### src/rtl/cfg_chain_loader.sv
// Byte-stream loader for the fabric configuration chain: serializes MSB-first
// onto ccff_head with one prog_en pulse per bit, holding fabric_reset until the
// whole chain is written. Optional CRC-8 trailer check when CFG_CRC_EN is defined.
module cfg_chain_loader #(
  parameter int CHAIN_LEN  = 512,
  parameter int RST_CYCLES = 4
) (
  input  logic       clk,
  input  logic       reset,
  input  logic       start,
  input  logic [7:0] in_data,
  input  logic       in_valid,
  output logic       in_ready,
  output logic       ccff_head,
  output logic       prog_en,
  output logic       fabric_reset,
  output logic       fabric_set,
  output logic       busy,
  output logic       done,
  output logic       crc_err
);

  localparam int              CW        = $clog2(CHAIN_LEN + 1);
  localparam logic [CW-1:0]   LAST_BIT  = CW'(CHAIN_LEN - 1);
  localparam logic [7:0]      HOLD_LAST = 8'(RST_CYCLES - 1);

  typedef enum logic [2:0] {
    S_IDLE,
    S_HOLD,
    S_LOAD,
    S_SHIFT,
    S_CRC_LOAD,
    S_RELEASE,
    S_DONE,
    S_ERROR
  } state_t;

  state_t          state;
  logic [CW-1:0]   bit_cnt;
  logic [7:0]      hold_cnt;
  logic [7:0]      shreg;
  logic [2:0]      byte_bit;
  logic            session_start;

  // A new session may only begin from a resting state; start is ignored mid-session.
  assign session_start = start && (state == S_IDLE || state == S_DONE || state == S_ERROR);
  assign fabric_set    = 1'b0;

`ifdef CFG_CRC_EN
  logic [7:0] crc;

  function automatic logic [7:0] crc8_step(input logic [7:0] c, input logic b);
    return {c[6:0], 1'b0} ^ ((c[7] ^ b) ? 8'h07 : 8'h00);
  endfunction
`else
  assign crc_err = 1'b0;
`endif

  // NOTE: all state updates use non-blocking assignments so every register
  // samples the pre-edge values, independent of statement order.
  always_ff @(posedge clk or posedge reset) begin
    if (reset) begin
      state        <= S_IDLE;
      bit_cnt      <= '0;
      hold_cnt     <= 8'd0;
      shreg        <= 8'd0;
      byte_bit     <= 3'd0;
      in_ready     <= 1'b0;
      ccff_head    <= 1'b0;
      prog_en      <= 1'b0;
      fabric_reset <= 1'b1;
      busy         <= 1'b0;
      done         <= 1'b0;
`ifdef CFG_CRC_EN
      crc          <= 8'd0;
      crc_err      <= 1'b0;
`endif
    end else begin
      prog_en <= 1'b0;
      if (session_start) begin
        state        <= S_HOLD;
        busy         <= 1'b1;
        done         <= 1'b0;
        fabric_reset <= 1'b1;
        hold_cnt     <= 8'd0;
        bit_cnt      <= '0;
`ifdef CFG_CRC_EN
        crc          <= 8'd0;
        crc_err      <= 1'b0;
`endif
      end else begin
        case (state)
          S_HOLD: begin
            if (hold_cnt == HOLD_LAST) begin
              state    <= S_LOAD;
              in_ready <= 1'b1;
            end else begin
              hold_cnt <= hold_cnt + 8'd1;
            end
          end

          S_LOAD: begin
            if (in_valid) begin
              shreg    <= in_data;
              byte_bit <= 3'd0;
              in_ready <= 1'b0;
              state    <= S_SHIFT;
            end
          end

          S_SHIFT: begin
            ccff_head <= shreg[7];
            prog_en   <= 1'b1;
            shreg     <= {shreg[6:0], 1'b0};
            bit_cnt   <= bit_cnt + CW'(1);
            byte_bit  <= byte_bit + 3'd1;
`ifdef CFG_CRC_EN
            crc       <= crc8_step(crc, shreg[7]);
`endif
            // Chain end wins over byte end: leftover low bits are dropped.
            if (bit_cnt == LAST_BIT) begin
`ifdef CFG_CRC_EN
              state    <= S_CRC_LOAD;
              in_ready <= 1'b1;
`else
              state    <= S_RELEASE;
              hold_cnt <= 8'd0;
`endif
            end else if (byte_bit == 3'd7) begin
              state    <= S_LOAD;
              in_ready <= 1'b1;
            end
          end

`ifdef CFG_CRC_EN
          S_CRC_LOAD: begin
            if (in_valid) begin
              in_ready <= 1'b0;
              if (in_data == crc) begin
                state    <= S_RELEASE;
                hold_cnt <= 8'd0;
              end else begin
                state   <= S_ERROR;
                crc_err <= 1'b1;
                busy    <= 1'b0;
              end
            end
          end
`endif

          S_RELEASE: begin
            if (hold_cnt == HOLD_LAST) begin
              state        <= S_DONE;
              done         <= 1'b1;
              fabric_reset <= 1'b0;
              busy         <= 1'b0;
            end else begin
              hold_cnt <= hold_cnt + 8'd1;
            end
          end

          default: ;
        endcase
      end
    end
  end

endmodule

### config.mk
export PLATFORM = sky130hd
export DESIGN_NAME = cfg_chain_loader
export DESIGN_NICKNAME = d
export VERILOG_FILES = /design/src/rtl/cfg_chain_loader.sv
export SDC_FILE = /design/constraint.sdc
export NUM_CORES = 1
export LEC_CHECK = 0
export CAP_MARGIN = 15
export CORE_MARGIN = 1.5
export CORE_UTILIZATION = 47
export DETAILED_ROUTE_END_ITERATION = 10
export GPL_ROUTABILITY_DRIVEN = 0
export PLACE_DENSITY = 0.67
export REMOVE_ABC_BUFFERS = 1
export SYNTH_ARGS = -nofsm -noshare
export SYNTH_HDL_FRONTEND = slang
export SYNTH_SLANG_ARGS = --single-unit
### constraint.sdc
create_clock -name clk -period 4.91 [get_ports clk]
set_input_delay 0.7365 -clock clk [delete_from_list [all_inputs] [get_ports clk]]
set_output_delay 0.7365 -clock clk [all_outputs]
set_load 0.01 [all_outputs]
Yosys cells after proc, flatten, opt, wreduce, memory -nomap -nowiden
Cells that the tools add are included.
{ "word_totals": {"reg_bits": 38, "output_inout_bits": 8, "inputBits": 12, "wordCells": 81} }
{ "op_classes": {"n_reduce_logical": 18, "n_eq_ne": 19, "n_mux": 29, "n_bitwise": 1, "addsub": 3} }
{ "ops": {"columns": ["op", "count"], "rows": [
  ["$mux 8", 4],
  ["$pmux 8 s2", 2],
  ["$mux 3", 7],
  ["$mux 10", 2],
  ["$ne 3x3->1 const B", 5],
  ["$eq 3x3->1 const B", 4],
  ["$pmux 3 s4", 1],
  ["$mux 1", 11],
  ["$add 10x1->10 const B", 1],
  ["$eq 10x9->1 const B", 1],
  ["$add 8x1->8 const B", 1],
  ["$eq 8x2->1 const B", 1],
  ["$ne 2x2->1 const B", 4],
  ["$reduce_bool 2->1", 4],
  ["$eq 3x2->1 const B", 2],
  ["$pmux 3 s2", 1],
  ["$reduce_and 3->1", 2],
  ["$reduce_and 6->1", 1],
  ["$reduce_bool 3->1", 2],
  ["$reduce_and 5->1", 1],
  ["$reduce_bool 5->1", 1],
  ["$ne 4x4->1 const B", 1],
  ["$reduce_and 2->1", 2],
  ["$add 3x1->3 const B", 1],
  ["7 further kinds", 8]
]} }

Depth between registers and ports, before layout
{ "logic_depth": {"ltp_word": 6, "depth_mapped": 6, "mapped_depth_nobuf": 5} }

Worst setup path before layout
No wires, ideal clock.
{ "synth_path": {"path_kind": "register to register", "startpoint": "register bit_cnt[0]", "endpoint": "register hold_cnt[0]", "setup_ps": 124, "period_less_slack_ps": 1675, "path_buffers": 1, "required_time_ps": 4786, "path_stages_with_launch": 7, "setup_slack_ps": 3235, "arrival_ps": 1552, "path_cell_list": "dfrtp_1 -> ha_1 -> nand4b_1 -> or4_4 -> buf_6 -> a31oi_4 -> a21oi_1"} }
{ "synth_via": {"elab_chain_cells": 3} }
{ "synth_lines": {"columns": ["element", "line", "rtl"], "rows": [
  ["start: declaration", "39", "logic [CW-1:0] bit_cnt;"],
  ["start signal: assignment", "115", "bit_cnt <= bit_cnt + CW'(1);"],
  ["$eq 10x9->1", "121", "if (bit_cnt == LAST_BIT) begin"],
  ["$ne 3x3->1 (no source line)", null, null],
  ["$reduce_and 3->1 (no source line)", null, null],
  ["end signal: assignment", "98", "hold_cnt <= hold_cnt + 8'd1;"],
  ["end signal: assignment", "158", "hold_cnt <= hold_cnt + 8'd1;"],
  ["end: declaration", "40", "logic [7:0] hold_cnt;"]
]} }
No other way between the ends.
A chain may end at the register's enable or synchronous reset.

Worst setup path in the final report
{ "layout_path": {"startpoint": "register fabric_reset", "endpoint": "output port fabric_reset"} }
{ "layout_rtl": {"columns": ["element", "line", "rtl"], "rows": [
  ["start: declaration", "16", "output logic fabric_reset,"],
  ["start signal: assignment", "71", "fabric_reset <= 1'b1;"],
  ["start signal: assignment", "84", "fabric_reset <= 1'b1;"],
  ["start signal: assignment", "155", "fabric_reset <= 1'b0;"]
]} }
No word-level cell between the ends.

==> reports/metrics.yaml <==
clock_network:
  cts_resized: 0
  clock_latency_ns: 0.30
  clock_path_buffers: 2
  cts_root_buffer: "clkbuf_8"
  htree_levels: 2
  cts_sinks: 38
  postCtsSetupRepairBufs: 0
  numCtsBuffers: 5
  holdBufCountCts: 0
  cts_tree: "built"
  clkTransAtPathRegs_ns: 0.07
detailed_routing:
  num_vias: 1493
  wirelength_mm: 4.16
  drc: 0
  avgRoutedWirePerCell_microns: 15.7
  ant_nets: 0
  first_iter_violations: 51
  avgViaCountPerCell: 5.66
  firstDrtPassIters: 4
grt:
  grt_pass1_vias: 1461
  grt_usage: 0.211
  grt_pass1_wl_mm: 7.09
  antenna_found_initial: 0
  grt_max_degree: 39
  grt_overflow: 0
floorplanning:
  die_h_microns: 67.4
  core_area_sq_um: 4000
  io_pins: 20
  die_w_microns: 67.4
  start_util: 0.487
  rows: 23
  die_area_sq_um: 4540
synthesis:
  ys_warn_count: 0
  syn_inst: 196
  async_flop_share: 1.00
  ys_ff_latch: 38
  synthFlopType: "dfrtp_1"
  yosys-top-cells-count: "37 x dfrtp_1, 26 x nand2_1, 14 x nor2_1, 14 x o21ai_0"
  synthSimpleGateAreaFrac: 0.219
  yosysSeqAreaShare: 0.489
  synth_top_family_by_area: "simple AND/OR/NAND/NOR gates"
  synthMuxAreaShare: 0.0463
  netlist_area_sq_um: 1950
  ys_types: 50
  synth-compound-area-share: 0.141
  synth_top_area_frac: 0.476
  synth_xor_area_frac: 0.0360
  synth_area_leader_cell: "dfrtp_1"
  synth-adder-area-share: 0.0257
  synth_area_leaders: "dfrtp_1 48%, nand2_1 5.0%, mux2i_1 4.6%"
  synthMostInstantiatedCell: "dfrtp_1"
  syn_avg_cell_area_sq_um: 9.93
  synth-edff-count: 0
cells_and_area:
  multi_input_area_sq_um: 918
  final-seq-area_sq_um: 952
  final-instance-count-excl-fill: 264
  fin_area_sq_um: 2230
  nFillCells: 346
  area_growth_pct: 14.7
  antennaDiodeCount: 0
  fin_nets: 229
  drive_gt1_frac: 0.0935
  fin_util: 0.558
sta:
  worst_slew_margin_rel: 0.325
  period_minus_slack_ns: 2.09
  layout_setup_ws_ns: 2.82
  worst_pin_slew_ns: 1.01
  skew_ns: 0.0114
  rsz0062_at_grt: "false"
  maxSlewViolCount: 0
  fmax_mhz: 478
  finalHoldViolations: 0
  timing.final.crit_share: 0.426
  fin_tns_setup_ns: 0
  finalSetupViolCount: 0
status:
  outcome: "finished clean"
setup_path:
  crit_path_end_kind: "output pin"
  crit_chain: "clkdlybuf4s50_1"
  startpoint: "fabric_reset$_DFFE_PP1P_"
  critPathRequiredTime_ns: 4.17
  path_buf_inv: 1
  slowest_stage: "dfstp_2"
  r2r_start: "state[2]$_DFFE_PP0P_"
  worstPathArrival_ns: 1.35
  path_delay_family: "flip-flops"
  worstSetupStartpointType: "flip-flop"
  worstSetupPathType: "reg -> out"
  path_max_fanout: 2
  worst_path_largest_cell_delay_ns: 0.53
place:
  io_buffers: 17
  hpwl_mm: 2.94
  dp_cells: 256
  place_area_sq_um: 2140
  dp_slack_ns: 2.49
hold_path:
  hold_class: "reg -> reg"
  hold_start: "busy$_DFFE_PP0P_"
power:
  irDropWorstVdd_mv: 0.322
  p_leak_nw: 0.959
  cellPowerDensity_nw_per_um2: 522
run:
  cap_viol_max_count: 0
-- state kept, by name (all words and copies together), names as in the netlist --
register	flops
bit_cnt	10
in_ready	1
byte_bit	3
state	3
fabric_reset	1
busy	1
ccff_head	1
hold_cnt	8
prog_en	1
done	1
shreg	8
-- cells in the final DEF (no fill, tap or decap), types with 2 or more instances in the layout --
master and count:
a21o_1 3, a21oi_1 2, a22o_1 2, a31oi_1 2
and2_1 2, clkbuf_8 6, clkdlybuf4s50_1 17, conb_1 2
dfrtp_1 37, ha_1 4, inv_1 6, mux2i_1 9
nand2_1 26, nand3_1 9, nand4_1 8, nor2_1 14
nor2b_1 2, nor3_1 7, nor4_1 2, o21ai_0 14
o21ai_1 4, xnor2_1 5, xor2_1 3
-- power by group --
| group | leakage, nW | internal [mW] | switching, mW | total [mW] |
|---|---|---|---|---|
| logic | 0.447 | 0.180 | 0.187 | 0.368 |
| registers | 0.465 | 0.442 | 0.127 | 0.569 |
| clock network | 0.0472 | 0.113 | 0.115 | 0.228 |
| total | 0.959 | 0.735 | 0.429 | 1.16 |
-- final cells by class --
| class | count | share of cell area |
|---|---|---|
| clock buffer | 6 | 0.0370 |
| clock inverter | 2 | 0.00561 |
| inverter | 7 | 0.0118 |
| timing repair buffer | 18 | 0.0796 |
| multi-input combinational | 143 | 0.411 |
| sequential | 38 | 0.427 |
| tap | 50 | 0.0280 |
-- per-stage QoR --
stage | total power [mW] | hold WS (ns)
after floorplan | 0.806 | 0.439
after global placement | 0.910 | 0.461
after detailed placement | 0.941 | 0.470
after CTS | 1.17 | 0.493
after global routing | 1.26 | 0.510
final | 1.16 | 0.486
-- cell families after synthesis --
family / count (synthesis)
AO/OA/AOI/OAI: 39
AND/OR/NAND/NOR: 81
flip-flops: 38
other: 1
XOR/XNOR: 8
adder cells (fa/ha/maj): 4
buffers and inverters: 16
multiplexers: 9
-- final timing paths --
kind                                            end  slack, ns  cells after the start
min in group asynchronous      in_ready$_DFFE_PP0P_       0.85                      3
setup reg to reg               state[1]$_DFFE_PP0P_       2.93                      3
max in group asynchronous  fabric_reset$_DFFE_PP1P_       3.69                      3
setup / recovery                       fabric_reset       2.82                      1
hold reg to reg                    busy$_DFFE_PP0P_       0.49                      1
hold / removal                     busy$_DFFE_PP0P_       0.49                      1
-- layer usage --
layer,track usage,wire (microns),vias up
li1,-,-,733
met1,0.263,1860,715
met2,0.359,2070,38
met3,0.0533,172,7
met4,0.0663,54,0
met5,0,0,-
Power figures use the tool's default switching activity.
